<file path="config.mk">
export PLATFORM = sky130hd
export DESIGN_NAME = uart_tx_frame
export DESIGN_NICKNAME = d
export VERILOG_FILES = /design/src/rtl/uart_pkg.sv /design/src/rtl/uart_tx_baud_cnt.sv /design/src/rtl/uart_tx_frame.sv
export SDC_FILE = /design/constraint.sdc
export NUM_CORES = 1
export LEC_CHECK = 0
export ABC_AREA = 1
export CAP_MARGIN = 20
export CORE_MARGIN = 2
export CORE_UTILIZATION = 38
export CTS_CLUSTER_SIZE = 10
export DETAILED_ROUTE_END_ITERATION = 8
export PLACE_DENSITY_LB_ADDON = 0.08
export SLEW_MARGIN = 20
export SYNTH_ARGS = -nofsm -noshare
export SYNTH_HDL_FRONTEND = slang
export SYNTH_SLANG_ARGS = --single-unit
</file>
<file path="constraint.sdc">
create_clock -name CLK -period 2.2 [get_ports CLK]
set_input_delay 0.44 -clock CLK [delete_from_list [all_inputs] [get_ports CLK]]
set_output_delay 0.44 -clock CLK [all_outputs]
set_load 0.02 [all_outputs]
</file>
<file path="src/rtl/uart_pkg.sv">
// uart_pkg: frame state encoding and parity-type constants shared by the UART TX and RX paths.
package uart_pkg;

    typedef enum logic [2:0] {
        IDLE,
        START,
        DATA,
        PARITY,
        STOP
    } uart_state_e;

    localparam logic PAR_EVEN = 1'b0;
    localparam logic PAR_ODD  = 1'b1;

endpackage

</file>
<file path="src/rtl/uart_tx_baud_cnt.sv">
// uart_tx_baud_cnt: per-bit edge counter; bit_done pulses on the last of prescale cycles (0 means 64).
module uart_tx_baud_cnt (
    input  logic       CLK,
    input  logic       RST,
    input  logic       en,
    input  logic [5:0] prescale,
    output logic       bit_done
);

    logic [5:0] cnt_q;

    // 6-bit wraparound makes prescale=0 compare against 63, i.e. 64 cycles per bit
    assign bit_done = en && (cnt_q == prescale - 6'd1);

    always_ff @(posedge CLK or posedge RST) begin
        if (RST)
            cnt_q <= 6'd0;
        else
            cnt_q <= (!en || bit_done) ? 6'd0 : cnt_q + 6'd1;
    end

endmodule

</file>
<file path="src/rtl/uart_tx_frame.sv">
// uart_tx_frame: UART transmitter framing start, LSB-first data, optional parity and stop bits.
module uart_tx_frame
    import uart_pkg::*;
#(
    parameter int DATA_WIDTH = 8
) (
    input  logic                  CLK,
    input  logic                  RST,
    input  logic [5:0]            prescale,
    input  logic [DATA_WIDTH-1:0] P_DATA,
    input  logic                  DATA_VALID,
    input  logic                  PAR_EN,
    input  logic                  PAR_TYP,
    output logic                  TX_OUT,
    output logic                  busy
);

    localparam int CW = (DATA_WIDTH > 1) ? $clog2(DATA_WIDTH) : 1;

    uart_state_e           state_q;
    logic [CW-1:0]         bit_cnt_q;
    logic [DATA_WIDTH-1:0] data_q;
    logic [DATA_WIDTH-1:0] data_nx;
    logic                  par_q;
    logic                  par_en_q;
    logic [5:0]            pre_q;
    logic                  bit_done;

    // data is shifted out so the next bit is always at index 0
    assign data_nx = data_q >> 1;

    uart_tx_baud_cnt u_baud (
        .CLK      (CLK),
        .RST      (RST),
        .en       (state_q != IDLE),
        .prescale (pre_q),
        .bit_done (bit_done)
    );

    always_ff @(posedge CLK or posedge RST) begin
        if (RST) begin
            state_q   <= IDLE;
            TX_OUT    <= 1'b1;
            busy      <= 1'b0;
            bit_cnt_q <= '0;
            data_q    <= '0;
            par_q     <= 1'b0;
            par_en_q  <= 1'b0;
            pre_q     <= 6'd0;
        end else begin
            case (state_q)
                IDLE: if (DATA_VALID) begin
                    state_q  <= START;
                    TX_OUT   <= 1'b0;
                    busy     <= 1'b1;
                    data_q   <= P_DATA;
                    par_q    <= (PAR_TYP == PAR_EVEN) ? ^P_DATA : ~^P_DATA;
                    par_en_q <= PAR_EN;
                    pre_q    <= prescale;
                end
                START: if (bit_done) begin
                    state_q   <= DATA;
                    TX_OUT    <= data_q[0];
                    bit_cnt_q <= '0;
                end
                DATA: if (bit_done) begin
                    if (bit_cnt_q == CW'(DATA_WIDTH - 1)) begin
                        state_q <= par_en_q ? PARITY : STOP;
                        TX_OUT  <= par_en_q ? par_q : 1'b1;
                    end else begin
                        bit_cnt_q <= bit_cnt_q + 1'b1;
                        data_q    <= data_nx;
                        TX_OUT    <= data_nx[0];
                    end
                end
                PARITY: if (bit_done) begin
                    state_q <= STOP;
                    TX_OUT  <= 1'b1;
                end
                STOP: if (bit_done) begin
                    state_q <= IDLE;
                    busy    <= 1'b0;
                end
                default: begin
                    state_q <= IDLE;
                    TX_OUT  <= 1'b1;
                    busy    <= 1'b0;
                end
            endcase
        end
    end

endmodule
</file>
* After elaboration in Yosys (flattened, before gate mapping)
Cells that the tools add are included.
** Storage, ports and cells
- Flip-flop bits (word level) :: 30
- Bits of input ports :: 19
** Cells by class
- $add $sub $neg :: 3
- Equal/unequal tests :: 13
- Multiplexer cells :: 27
- Bitwise logic cells :: 2
- Reduce and logical (&&, ||, !) cells :: 16
** Operators by type and width (count)
- 3-bit two-way mux :: 9
- 8-bit two-way mux :: 3
- 8-bit case mux with 2 select lines :: 1
- 3-bit case mux with 5 select lines :: 1
- 1-bit two-way mux :: 9
- 2-bit by 1-bit inequality test with 1-bit output (second input constant) :: 4
- 4-bit AND reduction :: 2
- 8-bit XNOR reduction :: 1
- 8-bit XOR reduction :: 1
- 6-bit by 1-bit adder with 6-bit output (second input constant) :: 1
- 3-bit by 2-bit equality test with 1-bit output (second input constant) :: 2
- 3-bit equality test (second input constant) :: 2
- 6-bit equality test :: 1
- 6-bit two-way mux :: 1
- 2-bit inequality test (second input constant) :: 3
- 3-bit case mux with 2 select lines :: 1
- 6-bit AND reduction :: 1
- 6-bit by 1-bit subtractor with 6-bit output (second input constant) :: 1
- 1-bit case mux with 5 select lines :: 1
- 5-bit AND reduction :: 1
- 2-bit nonzero test :: 2
- 3-bit by 1-bit adder with 3-bit output (second input constant) :: 1
- 3-bit by 1-bit equality test with 1-bit output (second input constant) :: 1
- 3-bit zero test :: 1
- other kinds (9) :: 10

* Logic depth before layout (Yosys ltp)
- Depth after elaboration :: 5
- Mapped depth :: 15

* By module
Synthesis repeated with hierarchy kept, for this count alone.
** Second synthesis, totals
- Cell total of the unflattened synthesis :: 271
- Area total of the unflattened synthesis :: 1896.8 µm²
** Modules (own cells, without submodules)
- uart_tx_frame :: times used 1, cells each 187, area an instance 1377.6 µm²
- uart_tx_baud_cnt :: times used 1, cells each 84, area an instance 519.2 µm²

* Worst setup path after synthesis
Ideal clock, no wire load.
- Path type :: register to register
- From :: register pre_q[0]
- To :: register state_q[0]
- Data arrival time :: 1.657 ns
- Required time :: 2.083 ns
- Path slack :: 0.426 ns
- Cell stages (with the launch flop) :: 13
- Path buffers :: 0
- Period minus slack after synthesis :: 1.774 ns
- Path through :: dfrtp_1 -> inv_2 -> ha_1 -> nand2_1 -> nand2_1 -> nor2_1 -> nand2_2 -> nor2_4 -> nand3_2 -> a21oi_2 -> nand3_1 -> nand2_1 -> nand2_1
** On the way
- Word-level cells in the longest chain between the ends :: 5
- Elaborated cells between the ends (all ways) :: 8
- Classes of those cells :: add/sub (1); eq/ne (5); reduce/logical (2)
** RTL lines
- start: declaration :: RTL line uart_tx_frame.sv:26 : logic [5:0] pre_q;
- start signal: assignment :: RTL line uart_tx_frame.sv:59 : pre_q <= prescale;
- 6-bit by 1-bit subtractor with 6-bit output (*) :: RTL line uart_tx_baud_cnt.sv:13 : assign bit_done = en && (cnt_q == prescale - 6'd1);
- 6-bit equality test (*) :: RTL line uart_tx_baud_cnt.sv:13
- 1-bit logical AND (*) :: RTL line uart_tx_baud_cnt.sv:13
- 2-bit by 1-bit inequality test with 1-bit output (no line)
- 6-bit AND reduction (no line) (*)
- end signal: assignment :: RTL line uart_tx_frame.sv:68 : state_q <= par_en_q ? PARITY : STOP;
- end: declaration :: RTL line uart_tx_frame.sv:20 : uart_state_e state_q;
Mark *: on every way between the ends. The rest lies on a longest branch, timed or not.
A chain may end at the register's enable or synchronous reset.

* Worst setup path after layout
- From :: register pre_q[0]
- To :: register state_q[1]
Same word-level chain as after synthesis.

==> impl_metrics.tcl <==
set metrics [dict create \
    required_ns 2.37 \
    diodes 0 \
    fin_crit_sh_pct 87.7 \
    ys_seq_area_share_pct 41.8 \
    dp_hpwl_mm 2.69 \
    io_pins 21 \
    clkPwrFrac_pct 16.0 \
    hold_viol 0 \
    coreArea_mm2 0.00463 \
    fillCellCount 481 \
    fmax_ghz 0.518 \
    use_met2_pct 21.5 \
    p_switching_uw 1130 \
    period_minus_slack_ns 1.93 \
    r2r-end "state_q[1]$_DFFE_PP0P_" \
    finalClockSkew_ns 0.00559 \
    drt-initial-drc-count 82 \
    cp_slowest_stage_delay_ns 0.39 \
    ys_ff_latch 30 \
    crit_chain "inv_2 > ha_1 > nand2_1 > nand2_1 > nor2_1 > nand2_2 > nor2_4 > nand3_2 > a21oi_2 > nand3_1 > nand2_1 > nand2_1" \
    routed_wl_mm 3.54 \
    syn_inst 234 \
    post-place-ws_ns 0.291 \
    crit_arrival_ns 2.10 \
    rows 25 \
    path_clk_slew_ns 0.06 \
    final_cell_mix "64 x nand2_1, 29 x dfrtp_1, 27 x inv_1, 21 x nor2_1, 20 x clkdlybuf4s50_1" \
    vias_per_cell 4.74 \
    crit_fanout 6 \
    cts_buffer_depth 2 \
    tns_ns 0 \
    cts_tree "done" \
    rsz0062_at_grt "false" \
    cp_common_cell "nand2_1" \
    cell_internal_pwr_uw 1460 \
    timing.max_cap.violations 0 \
    hold_slack_ns 0.465 \
    first_pass_iters 4 \
    ys_warn_count 0 \
    grt_first_pass_wirelength_mm 6.20 \
    drv_slew 0 \
    busiest_layer "met1" \
    avgRoutedWirePerCell_um 11.2 \
    grt_start_max_net_pins 31 \
    met1_usage_pct 22.1 \
    post_cts_buffers 0 \
    setup_viol 0 \
    synthMuxAreaShare_pct 1.25 \
    dieWidth_um 72.8 \
    ir_worst_vdd_uv 464 \
    synth.distinct_cells 30 \
    status "finished clean" \
    use_met3_pct 4.56 \
    r2r_slack_ns 0.27 \
    synth_compound_area_share_pct 10.2 \
    pwr_density_cell_mw_per_mm2 1210 \
    fin_ws_ns 0.271 \
    die_area_mm2 0.00530 \
    overflow 0 \
    clock_latency_ns 0.28 \
    ctsResizeCount 0 \
    antenna_left 0 \
    drive_gt1_share_pct 13.0 \
    root_buffer "clkbuf_8" \
    leakagePower_uw 0.00106 \
    syn2layout_area_growth_pct 19.1 \
    yosys.area_share.simple_pct 30.7 \
    cp-start-kind "register" \
    numCtsBuffers 5 \
    final_common_cell "nand2_1" \
    start_util_pct 38.9 \
    relSlewSlack_pct 73.6 \
    min_delay_path_depth 2 \
    tightestPinTransition_ns 0.396 \
    vias 1494 \
    synth_adder_area_share_pct 2.78 \
    worst-setup-path-type "reg -> reg" \
    grt_pass1_vias 1415 \
    holdPathEnd "TX_OUT$_DFFE_PP1P_" \
    syn_nets 257 \
    grt_use_total_pct 15.2 \
    hp-class "reg -> reg" \
    routabilityCongestion 0.816 \
    combPwrFrac_pct 48.3 \
    synth-xor-area-share_pct 4.87 \
    reg2reg_depth 12 \
    p_seq_share_pct 35.7 \
    cts_sinks 30 \
    crit_slowest_cell "dfrtp_1" \
    die_y_um 72.8 \
    switching_share_pct 43.6 \
    critPathCaptureType "register" \
    synth_area_per_cell_um2 7.69 \
    worstReg2RegStart "pre_q[0]$_DFFE_PP0P_" \
    crit_start "pre_q[0]$_DFFE_PP0P_" \
    hp-start "TX_OUT$_DFFE_PP1P_" \
    drc_errors 0 \
    port-buffer-count 20 \
    layout.nets 284 \
    antenna_found_initial 0 \
    h-tree-depth 2 \
    netlist_area_mm2 0.00180 \
    synth_top_family_by_area "simple AND/OR/NAND/NOR gates" \
    cts_hold_buffers 0 \
]
Yosys cell counts, drive strengths merged:
library cell  count  area [um^2]
dfstp             1         26.3
buf               2         20.0
clkbuf            1         3.75
dfrtp            29          726
inv              34          128
nor3b             1         7.51
xnor2             6         52.6
nand3            17          100
a21oi            11         70.1
o21ai            21          113
mux2              2         22.5
nor3              1         5.00
xor2              4         35.0
nor2             25          114
nand3b            1         7.51
nand4             6         43.8
ha                4         50.1
nand2            68          275
cell type report:
type | count | area, um^2 | share of cell area (%)
Clock buffer | 7 | 76.3 | 3.56
Inverter | 34 | 128 | 5.96
Tap cell | 54 | 67.6 | 3.15
Timing Repair Buffer | 23 | 223 | 10.4
Sequential cell | 30 | 752 | 35.1
Multi-Input combinational cell | 167 | 896 | 41.8
state kept, by name (all words and copies together), names as in the netlist:
name,flops
pre_q,6
busy,1
TX_OUT,1
u_baud.cnt_q,6
bit_cnt_q,3
data_q,8
par_en_q,1
par_q,1
state_q,3
worst max path at each step:
stage | slack [ns] | endpoint
floorplan | 0.43 | state_q[0]$_DFFE_PP0P_
global placement | 0.33 | state_q[1]$_DFFE_PP0P_
detailed placement | 0.29 | state_q[0]$_DFFE_PP0P_
CTS | 0.27 | state_q[0]$_DFFE_PP0P_
global route | 0.08 | state_q[1]$_DFFE_PP0P_
finish | 0.27 | state_q[1]$_DFFE_PP0P_
kinds of logic after synthesis:
family,Yosys count
AO/OA/AOI/OAI,32
XOR/XNOR,10
adder cells (fa/ha/maj),4
buffers and inverters,37
flip-flops,30
multiplexers,2
AND/OR/NAND/NOR,119
metrics by stage:
step / std cells / util, % / total power [uW] / instance area, um^2
detailed placement: 308 / 44.6 / 2190 / 2070
CTS: 315 / 46.3 / 2620 / 2140
global placement: 308 / 44.6 / 2190 / 2070
floorplan: 234 / - / 1900 / 1800
global route: 315 / 46.3 / 2870 / 2140
finish: 315 / 46.3 / 2590 / 2140
routing by layer:
layer | wire length [um] | up-vias
met2 | 1460 | 26
met1 | 1870 | 667
li1 | - | 797
met3 | 163 | 4
met4 | 46 | 0
met5 | 0 | -
power groups by stage:
stage | logic, uW | registers (uW) | clock network [uW]
2_1_floorplan | 993 | 907 | 0
3_3_place_gp | 1260 | 930 | 0
3_5_place_dp | 1260 | 934 | 0
4_1_cts | 1270 | 924 | 435
5_1_grt | 1460 | 953 | 460
6_report | 1250 | 923 | 414
worst max-delay path: cells and delay by family, from the launching register on:
family / cells / cell delay, ns
adder cells (fa/ha/maj): 1 / 0.26
flip-flops: 1 / 0.39
AO/OA/AOI/OAI: 1 / 0.24
buffers and inverters: 1 / 0.11
AND/OR/NAND/NOR: 9 / 0.82
Power figures use the tool's default switching activity.
